==> src/rtl/mux4_rr_arbiter.sv <==
// 4:1 round-robin arbiter/mux with burst limit; 1-cycle arbitration, 1-cycle registered data path.
// A stalled output register (out_valid & !out_ready) withdraws in_ready and freezes the burst count.
module mux4_rr_arbiter #(
    parameter int unsigned MAX_BURST = 4
) (
    input  logic       clk,
    input  logic       rst_n,
    input  logic [3:0] in_valid,
    output logic [3:0] in_ready,
    input  logic [7:0] in0,
    input  logic [7:0] in1,
    input  logic [7:0] in2,
    input  logic [7:0] in3,
    output logic       out_valid,
    input  logic       out_ready,
    output logic [7:0] out_data,
    output logic [1:0] out_sel,
    output logic       busy
);

    typedef enum logic {
        IDLE  = 1'b0,
        GRANT = 1'b1
    } state_t;

    localparam logic [3:0] BURST = 4'(MAX_BURST);

    state_t     r_state;
    state_t     w_state_nxt;
    logic [1:0] r_g;
    logic [1:0] w_g_nxt;
    logic [1:0] r_last;
    logic [1:0] w_last_nxt;
    logic [3:0] r_cnt;
    logic [3:0] w_cnt_nxt;
    logic       r_out_vld;
    logic       w_out_vld_nxt;
    logic [7:0] r_out_dat;
    logic [7:0] w_out_dat_nxt;
    logic [1:0] r_out_sel;
    logic [1:0] w_out_sel_nxt;

    logic [1:0] w_pick;
    logic [7:0] w_sel_dat;
    logic       w_ready;
    logic       w_xfer;

    // Scan from the far end of the rotation so the nearest requester after r_last wins.
    always_comb begin
        w_pick = r_last + 2'd1;
        for (int k = 3; k >= 0; k--) begin
            if (in_valid[r_last + 2'(k + 1)]) begin
                w_pick = r_last + 2'(k + 1);
            end
        end
    end

    always_comb begin
        case (r_g)
            2'd0:    w_sel_dat = in0;
            2'd1:    w_sel_dat = in1;
            2'd2:    w_sel_dat = in2;
            default: w_sel_dat = in3;
        endcase
    end

    assign w_ready  = (r_state == GRANT) && (!r_out_vld || out_ready);
    assign w_xfer   = w_ready && in_valid[r_g];
    assign in_ready = w_ready ? (4'b0001 << r_g) : 4'b0000;

    always_comb begin
        w_state_nxt   = r_state;
        w_g_nxt       = r_g;
        w_last_nxt    = r_last;
        w_cnt_nxt     = r_cnt;
        w_out_vld_nxt = r_out_vld && !out_ready;
        w_out_dat_nxt = r_out_dat;
        w_out_sel_nxt = r_out_sel;

        case (r_state)
            IDLE: begin
                if (|in_valid) begin
                    w_state_nxt = GRANT;
                    w_g_nxt     = w_pick;
                    w_cnt_nxt   = 4'd0;
                end
            end
            GRANT: begin
                if (!in_valid[r_g]) begin
                    w_state_nxt = IDLE;
                    w_last_nxt  = r_g;
                end else if (w_xfer) begin
                    w_cnt_nxt = r_cnt + 4'd1;
                    if (r_cnt + 4'd1 == BURST) begin
                        w_state_nxt = IDLE;
                        w_last_nxt  = r_g;
                    end
                end
            end
            default: w_state_nxt = IDLE;
        endcase

        if (w_xfer) begin
            w_out_vld_nxt = 1'b1;
            w_out_dat_nxt = w_sel_dat;
            w_out_sel_nxt = r_g;
        end
    end

    always_ff @(posedge clk or negedge rst_n) begin
        if (!rst_n) begin
            r_state   <= IDLE;
            r_g       <= 2'd0;
            r_last    <= 2'd3;
            r_cnt     <= 4'd0;
            r_out_vld <= 1'b0;
            r_out_dat <= 8'h00;
            r_out_sel <= 2'd0;
        end else begin
            r_state   <= w_state_nxt;
            r_g       <= w_g_nxt;
            r_last    <= w_last_nxt;
            r_cnt     <= w_cnt_nxt;
            r_out_vld <= w_out_vld_nxt;
            r_out_dat <= w_out_dat_nxt;
            r_out_sel <= w_out_sel_nxt;
        end
    end

    assign out_valid = r_out_vld;
    assign out_data  = r_out_dat;
    assign out_sel   = r_out_sel;
    assign busy      = (r_state == GRANT);

endmodule

==> config.mk <==
export PLATFORM = sky130hd
export DESIGN_NAME = mux4_rr_arbiter
export DESIGN_NICKNAME = d
export VERILOG_FILES = /design/src/rtl/mux4_rr_arbiter.sv
export SDC_FILE = /design/constraint.sdc
export NUM_CORES = 1
export LEC_CHECK = 0
export CORE_ASPECT_RATIO = 1.75
export CORE_MARGIN = 4
export CORE_UTILIZATION = 45
export CTS_BUF_LIST = sky130_fd_sc_hd__clkbuf_16
export DETAILED_ROUTE_END_ITERATION = 12
export PLACE_DENSITY = 0.95
export SYNTH_ARGS = -nofsm -noshare
export SYNTH_HDL_FRONTEND = slang
export SYNTH_SLANG_ARGS = --single-unit
export TNS_END_PERCENT = 20
==> constraint.sdc <==
create_clock -name clk -period 3.93 [get_ports clk]
set_input_delay 0.786 -clock clk [delete_from_list [all_inputs] [get_ports clk]]
set_output_delay 0.786 -clock clk [all_outputs]
set_load 0.02 [all_outputs]
### Yosys cells after proc, flatten, opt, wreduce, memory -nomap -nowiden

Cells that the tools add are included.

| word-level totals | value |
|---|---|
| word-level logic and storage cells | 66 |
| latch bits | 0 |
| bits in registers | 20 |
| memory bits (writable) | 0 |
| output and inout bits | 16 |
| input bits | 39 |
| memory bits (read-only) | 0 |
| memories | 0 |

| cells by class | value |
|---|---|
| add/sub/neg operators | 4 |
| $lt $le $gt $ge | 5 |
| divide/modulo/power cells | 0 |
| reduce and logical (&&, ||, !) cells | 11 |
| bitwise logic cells | 1 |
| shift operators | 1 |
| equality and inequality tests | 8 |
| mux-type cells | 29 |
| $mul | 0 |

Operator list:

| cell | count |
|---|---|
| one-hot mux 8 bit (3 select lines) | 1 |
| 2-to-1 mux 4 bit | 4 |
| less-than comparator 2 x 3 -> 1 bit, second input constant | 5 |
| 2-to-1 mux 2 bit | 7 |
| binary-select mux 1 bit (select 2 bit) | 5 |
| 2-to-1 mux 1 bit | 10 |
| one-hot mux 4 bit (2 select lines) | 1 |
| != test 2 x 1 -> 1 bit, second input constant | 3 |
| AND reduction 3 bit | 2 |
| adder 2 bit, second input constant | 2 |
| adder 4 x 1 -> 4 bit, second input constant | 1 |
| equality test 4 x 3 -> 1 bit, second input constant | 1 |
| != test 2 bit, second input constant | 2 |
| OR reduction 4 bit | 1 |
| left shift 1 x 2 -> 4 bit, first input constant | 1 |
| logical AND 1 bit | 3 |
| adder 2 x 1 -> 2 bit, second input constant | 1 |
| equality test 2 x 1 -> 1 bit, second input constant | 1 |
| equality test 2 bit, second input constant | 1 |
| zero test 1 bit | 2 |
| zero test 2 bit | 1 |
| one-hot mux 1 bit (2 select lines) | 1 |
| AND reduction 2 bit | 1 |
| logical OR 1 bit | 1 |
| NOT 1 bit | 1 |

### Longest topological paths before layout

Gate-level depths: netlist of the first run.

| logic depth | value |
|---|---|
| depth in word-level cells | 7 |
| depth in mapped cells | 6 |
| mapped depth without buffers | 4 |

### Worst setup path before layout of the first run

OpenSTA, ideal clock, no wires.

| path | value |
|---|---|
| kind | input port to output port |
| start | in out_ready |
| end | out in_ready[1] |
| path buffers | 0 |
| data required time | 3.144 ns |
| setup slack | 1.539 ns |
| arrival time | 1.605 ns |
| stages on the path | 3 |
| path through | nand2b_1 > nand2_1 > nor3b_1 |

| between the ends | value |
|---|---|
| longest elaborated chain between the ends | 3 |

Ends and longest elaborated chain:

| item | RTL line | source |
|---|---|---|
| start, declared | 15 | `input logic out_ready,` |
| logical OR 1 bit | 67 | `assign w_ready = (r_state == GRANT) && (!r_out_vld \|\| out_ready);` |
| logical AND 1 bit | 67 |  |
| 2-to-1 mux 4 bit | 69 | `assign in_ready = w_ready ? (4'b0001 << r_g) : 4'b0000;` |
| end, declared | 9 | `output logic [3:0] in_ready,` |

Every way passes these cells.

### Worst setup path in the final report of the first run

| path | value |
|---|---|
| start | in out_ready |
| end | out in_ready[3] |

The elaborated chain is that of the path after synthesis.

==> results of run 1 <==
[worst max-delay path: cells and delay by family]
family	cells	cell delay [ps]
buf+inv	2	1080
simple gates	3	630
[layer usage]
layer / GRT usage / share of wire
met4: 0.0943 / 0.031
met5: 0 / 0
met2: 0.350 / 0.60
met3: 0.0278 / 0.050
met1: 0.193 / 0.32
[flip-flops by register name, indices dropped and copies added, names as in the netlist]
register,count
out_data,8
r_cnt,4
out_sel,2
r_g,2
r_last,2
busy,1
out_valid,1
[kinds of logic (layout without fill, tap and decap cells)]
logic type,after synthesis,in the layout,synth area share
AOI/OAI and AO/OA,18,18,0.101
DFF,20,20,0.402
adders and majority gates,2,2,0.0200
buffers and inverters,10,63,0.0460
xor gates and xnor gates,2,2,0.0140
and+or+nand+nor,25,25,0.118
muxes,22,22,0.299
[power groups by stage]
stage	clock (uW)	combinational [uW]	sequential (uW)
finish	207	732	453
global route	220	781	472
CTS	210	738	455
detailed placement	0	733	458
global placement	0	697	441
floorplan	0	463	460
[synthesized netlist by cell type, types with 2 or more instances]
library cell / instances
mux2_2: 10
mux4_1: 5
xor2_1: 2
nand3_1: 4
nand2_1: 4
o21ai_0: 6
dfstp_2: 2
dfrtp_1: 18
a21o_1: 2
mux4_2: 4
mux2_4: 2
clkbuf_1: 2
inv_1: 5
nand2b_1: 3
nor2_1: 5
nor3b_1: 2
ha_1: 2
[metrics by stage]
step / power, uW / hold slack [ps]
CTS: 1400 / 504
global route: 1470 / 512
floorplan: 924 / 488
global placement: 1140 / 489
detailed placement: 1190 / 494
finish: 1390 / 502
[path summary, 6_finish.rpt]
kind                             start           to  cells after the start
setup / recovery             out_ready  in_ready[3]                      5
hold / removal             out_data[5]  out_data[5]                      1
setup reg to reg                r_g[0]  out_data[1]                      3
hold reg to reg            out_data[5]  out_data[5]                      1
max in group asynchronous        rst_n       r_g[1]                      1
min in group asynchronous        rst_n       r_g[0]                      1
[final cells by class]
class                   count  share of cell area
multi-input cells          69               0.370
repair buffers             54               0.290
flip-flops and latches     20               0.270
clock buffers               3              0.0402
well taps                  27              0.0181
inverters                   5              0.0101
clock inverters             1             0.00201
==> results by group, run 1 <==
STA
  – Min Tclk post-route: 3280 ps
  – Final Slew Violations: 0
  – RSZ-0062 raised after global routing: false
  – Worst Slack Setup Final: 654 ps
  – Tcrit/Tclk final: 0.833
  – # setup viols final: 0
  – Final TNS setup: 0 ps
  – Clock Skew: 4.54 ps
  – Slew headroom: 0.397
  – F_max: 305 MHz
  – Final Hold Viols: 0
  – Slew @ Worst Pin: 901 ps

Clock tree
  – Cts repair resizes: 0
  – CTS tree: done
  – Clock sinks: 20
  – Reg clk slew, reported paths: 50 ps
  – Root Driver: clkbuf_16
  – Htree depth: 1
  – # Post-CTS Setup Buffers: 0
  – Hold_buf cts: 0
  – CTS buffer count: 3
  – Clk_lat worst skew: 250 ps
  – Clock Tree Buf Depth: 2

Synth
  – Synth area leaders: dfrtp_1 (36%), mux4_1 (11%), mux2_2 (9.0%), mux4_2 (7.2%), dfstp_2 (4.2%)
  – Mapped Cells: 99
  – Post-synth EDFFs: 0
  – Syn Nets: 140
  – Synth Register Bits: 20
  – Top-area cell type share of the netlist area: 0.360
  – FFs w/ async S/R, synth: 1.00
  – Ys Warns: 0
  – Leading area contributor after synthesis: dfrtp_1
  – Mapped Area: 1250 um^2
  – Top FF cell, synth: dfrtp_1
  – Synthesized area per cell: 12.6 um^2
  – Sequential share of the synthesized area: 0.402
  – Netlist cell types: 38

Finish
  – Reg area: 503 um^2
  – Final core occ: 0.693
  – Share of cells above drive strength 1: 0.158
  – Area of the multi-input gates: 691 um^2
  – Area grow syn2layout: 49.1%
  – Final #Nets: 194
  – Finished Cell Area: 1870 um^2
  – Commonest non-fill, non-tap cell in the layout: clkdlybuf4s50_1
  – Highest-count cells in the layout ignoring fill and taps: clkdlybuf4s50_1 (54), dfrtp_1 (18), mux2_2 (10)
  – Final cell count without fillers: 179
  – N_diodes: 0
  – Fillers: 186

Routing
  – Final antenna-violating net count: 0
  – DR DRC count: 0
  – DR vias: 1073
  – Wire length per cell: 18.8 um
  – Via density: 5.99
  – First-iteration detailed-routing DRC count: 40
  – DRT Wirelength: 3370 um
  – DR pass1 iterations: 4

Power and ir drop
  – Static Leak: 0.000795 uW
  – Comb pwr share: 0.526
  – Worst vdd ir: 0.000499 V
  – Sw Pwr: 521 uW
  – Flop pwr share: 0.326
  – PwrDens: 746 nW/um^2
  – Internal Power: 870 uW
  – Sw Share: 0.375
  – Clock Power Share: 0.149

Global route
  – Initial antenna violation count: 0
  – Vias in the first global route: 1125
  – Largest net degree at the start of global routing: 21
  – First-pass GRT wire length: 5180 um
  – GRT Total Usage: 0.193
  – Grt ovf: 0

Outcome
  – Status: complete, no violations

Floorplanning
  – Initial Util: 0.465
  – # rows: 25
  – Die Span Y: 77.8 um
  – I/O Pins: 55
  – Die width: 47.9 um
  – Core area: 2690 um^2
  – DIE AREA: 3720 um^2

Setup path
  – Worst path max stage delay: 610 ps
  – CP startpoint kind: input port
  – Worst Path Max Fanout: 4
  – R2R Setup Slk: 1720 ps
  – Crit-path slowest cell: clkdlybuf4s50_1
  – CP cell instances: clkdlybuf4s50_1 -> nand2b_1 -> and2_1 -> and3_1 -> clkdlybuf4s50_1
  – CP Data Required Time: 3140 ps
  – Worst EP arrival: 2490 ps
  – CP Class: in2out
  – Top cell by count, worst path: clkdlybuf4s50_1
  – Setup crit end kind: output pin

Hold path
  – Hold crit path type: reg2reg

Placement
  – HPWL after DPL: 2700 um
  – Placed instance count: 175
  – Placed Area: 1790 um^2
  – Final GP Congestion: 0.716
  – DP Worst Slack: 646 ps
  – Count of buffers from port buffering: 54

Job
  – Max_cap viols: 0
Power figures use the tool's default switching activity.
==> inputs of run 2 (changes only) <==
--- a/config.mk
+++ b/config.mk
@@ -7,10 +7,10 @@
 export LEC_CHECK = 0
 export CORE_ASPECT_RATIO = 1.75
 export CORE_MARGIN = 4
-export CORE_UTILIZATION = 45
+export CORE_UTILIZATION = 42
 export CTS_BUF_LIST = sky130_fd_sc_hd__clkbuf_16
 export DETAILED_ROUTE_END_ITERATION = 12
-export PLACE_DENSITY = 0.95
+export PLACE_DENSITY = 0.9
 export SYNTH_ARGS = -nofsm -noshare
 export SYNTH_HDL_FRONTEND = slang
 export SYNTH_SLANG_ARGS = --single-unit
==> constraint.sdc (replaced) <==
create_clock -name clk -period 3.32 [get_ports clk]
set_input_delay 0.664 -clock clk [delete_from_list [all_inputs] [get_ports clk]]
set_output_delay 0.664 -clock clk [all_outputs]
set_load 0.02 [all_outputs]
==> run 2 against run 1 <==
Effect of this change: sequential power increased by 18%; worst setup slack got worse by 310 ps; combinational power increased by 17%; via count about the same; global-route usage decreased by 2.6 points; flip-flop and latch count unchanged; utilization decreased by 4.9 points; routed wire length decreased by 5.0%; non-clock buffer count unchanged; total power increased by 18%; critical path type unchanged; largest cell class unchanged; highest routed layer unchanged.
==> results by group, run 2 (synthesis gave the netlist of run 1 again) <==
Routing
  – Final antenna-violating net count: 0
  – Via density: 5.96
  – DR vias: 1072
  – Wire length per cell: 17.8 um
  – DR pass1 iterations: 4
  – DR DRC count: 0
  – First-iteration detailed-routing DRC count: 36
  – DRT Wirelength: 3200 um

Global route
  – GR Layer Usage met1: 0.165
  – Grt ovf: 0
  – GRT Total Usage: 0.167
  – Largest net degree at the start of global routing: 21
  – Vias in the first global route: 1044
  – GRT busiest layer: met2
  – GRT met3 Usage: 0.00928
  – Met2 Usage GRT: 0.348
  – First-pass GRT wire length: 5040 um
  – Initial antenna violation count: 0

STA
  – # setup viols final: 0
  – Final Slew Violations: 0
  – Final Hold Viols: 0
  – F_max: 336 MHz
  – Final TNS setup: 0 ps
  – Clock Skew: 1.66 ps
  – Slew @ Worst Pin: 899 ps
  – Worst Slack Setup Final: 345 ps
  – Min Tclk post-route: 2970 ps
  – RSZ-0062 raised after global routing: false
  – Tcrit/Tclk final: 0.896
  – Fin Hold WS: 504 ps
  – Slew headroom: 0.399

Setup path
  – Worst R2R Start: r_g[0]
  – Worst Setup SP: out_ready
  – CP cell instances: clkdlybuf4s50_1 -> nand2b_1 -> and2_1 -> nand2_1 -> nor2_1 -> clkdlybuf4s50_1
  – Crit-path slowest cell: clkdlybuf4s50_1
  – R2R Path End: out_data[0]
  – R2R Setup Slk: 1110 ps
  – Reg2reg path depth: 3
  – Worst path max stage delay: 620 ps
  – WP depth: 6
  – CP startpoint kind: input port
  – CP Class: in2out
  – CP Data Required Time: 2660 ps
  – Top delay family on crit path: buffers and inverters
  – Worst EP arrival: 2310 ps
  – Worst Path Max Fanout: 4
  – Critical path buffers and inverters: 2
  – Top cell by count, worst path: clkdlybuf4s50_1
  – Setup crit end kind: output pin

Clock tree
  – Reg clk slew, reported paths: 50 ps
  – Clock sinks: 20
  – CTS tree: done
  – Clock Tree Buf Depth: 2
  – Root Driver: clkbuf_16
  – Htree depth: 1
  – Clk_lat worst skew: 250 ps
  – Cts repair resizes: 0
  – # Post-CTS Setup Buffers: 0
  – CTS buffer count: 3
  – Hold_buf cts: 0

Placement
  – HPWL after DPL: 2550 um
  – DP Worst Slack: 341 ps
  – Count of buffers from port buffering: 54
  – Final GP Congestion: 0.777

Power and ir drop
  – Worst vdd ir: 0.000474 V
  – Internal Power: 1030 uW
  – Comb pwr share: 0.522
  – Sw Share: 0.371
  – Sw Pwr: 608 uW
  – Final Power: 1640 uW
  – Clock Power Share: 0.150
  – PwrDens: 876 nW/um^2
  – Flop pwr share: 0.327
  – Static Leak: 0.000799 uW

Finish
  – N_diodes: 0
  – Commonest non-fill, non-tap cell in the layout: clkdlybuf4s50_1
  – Highest-count cells in the layout ignoring fill and taps: clkdlybuf4s50_1 (54), dfrtp_1 (18), mux2_2 (10)
  – Max reg flops: 8
  – Reg area: 503 um^2
  – Area of the multi-input gates: 691 um^2
  – Share of cells above drive strength 1: 0.158
  – Final #Nets: 194
  – Area grow syn2layout: 49.2%
  – Fillers: 210

Floorplanning
  – Core area: 2900 um^2
  – Die width: 49.3 um
  – Die Span Y: 80.2 um
  – DIE AREA: 3950 um^2
  – # rows: 26
  – Initial Util: 0.432
  – I/O Pins: 55

Outcome
  – Status: complete, no violations

Hold path
  – Hold path start: out_sel[1]
  – Hold endpoint: out_sel[1]
  – Hold crit path type: reg2reg
  – Hold Path Depth: 1

Job
  – Max_cap viols: 0
-- run 2: cell count changes in the layout (fill, tap and decap cells not counted) --
cell      change
clkinv_1      -1
inv_1         +1
-- run 2: how the worst max path moves through the flow --
stage / endpoint / slack, ps
6_report: in_ready[2] / 350
2_1_floorplan: in_ready[1] / 1170
3_3_place_gp: in_ready[2] / 380
4_1_cts: in_ready[2] / 330
3_5_place_dp: in_ready[2] / 340
5_1_grt: in_ready[2] / 260
-- run 2: through the flow --
step                instance area (um^2)   util  std cells
detailed placement                  1790  0.618        176
floorplan                           1250      -         99
finish                              1870  0.645        180
CTS                                 1870  0.645        180
global route                        1870  0.645        180
global placement                    1790  0.618        176
-- run 2: cell type report --
| class | count | area share |
|---|---|---|
| Multi-Input combinational cell | 69 | 0.370 |
| Tap cell | 28 | 0.0188 |
| Sequential cell | 20 | 0.269 |
| Clock inverter | 1 | 0.00201 |
| Inverter | 5 | 0.0101 |
| Timing Repair Buffer | 54 | 0.290 |
| Clock buffer | 3 | 0.0402 |
-- run 2: power groups by stage --
stage / registers, uW / clock network, uW / logic (uW)
floorplan: 545 / 0 / 548
CTS: 533 / 248 / 862
finish: 536 / 246 / 854
detailed placement: 540 / 0 / 856
global placement: 525 / 0 / 827
global route: 558 / 261 / 917
-- run 2: routing by layer --
layer,vias up,share of wire
met1,540,0.35
li1,486,-
met3,7,0.037
met4,0,0.018
met2,39,0.60
met5,-,0
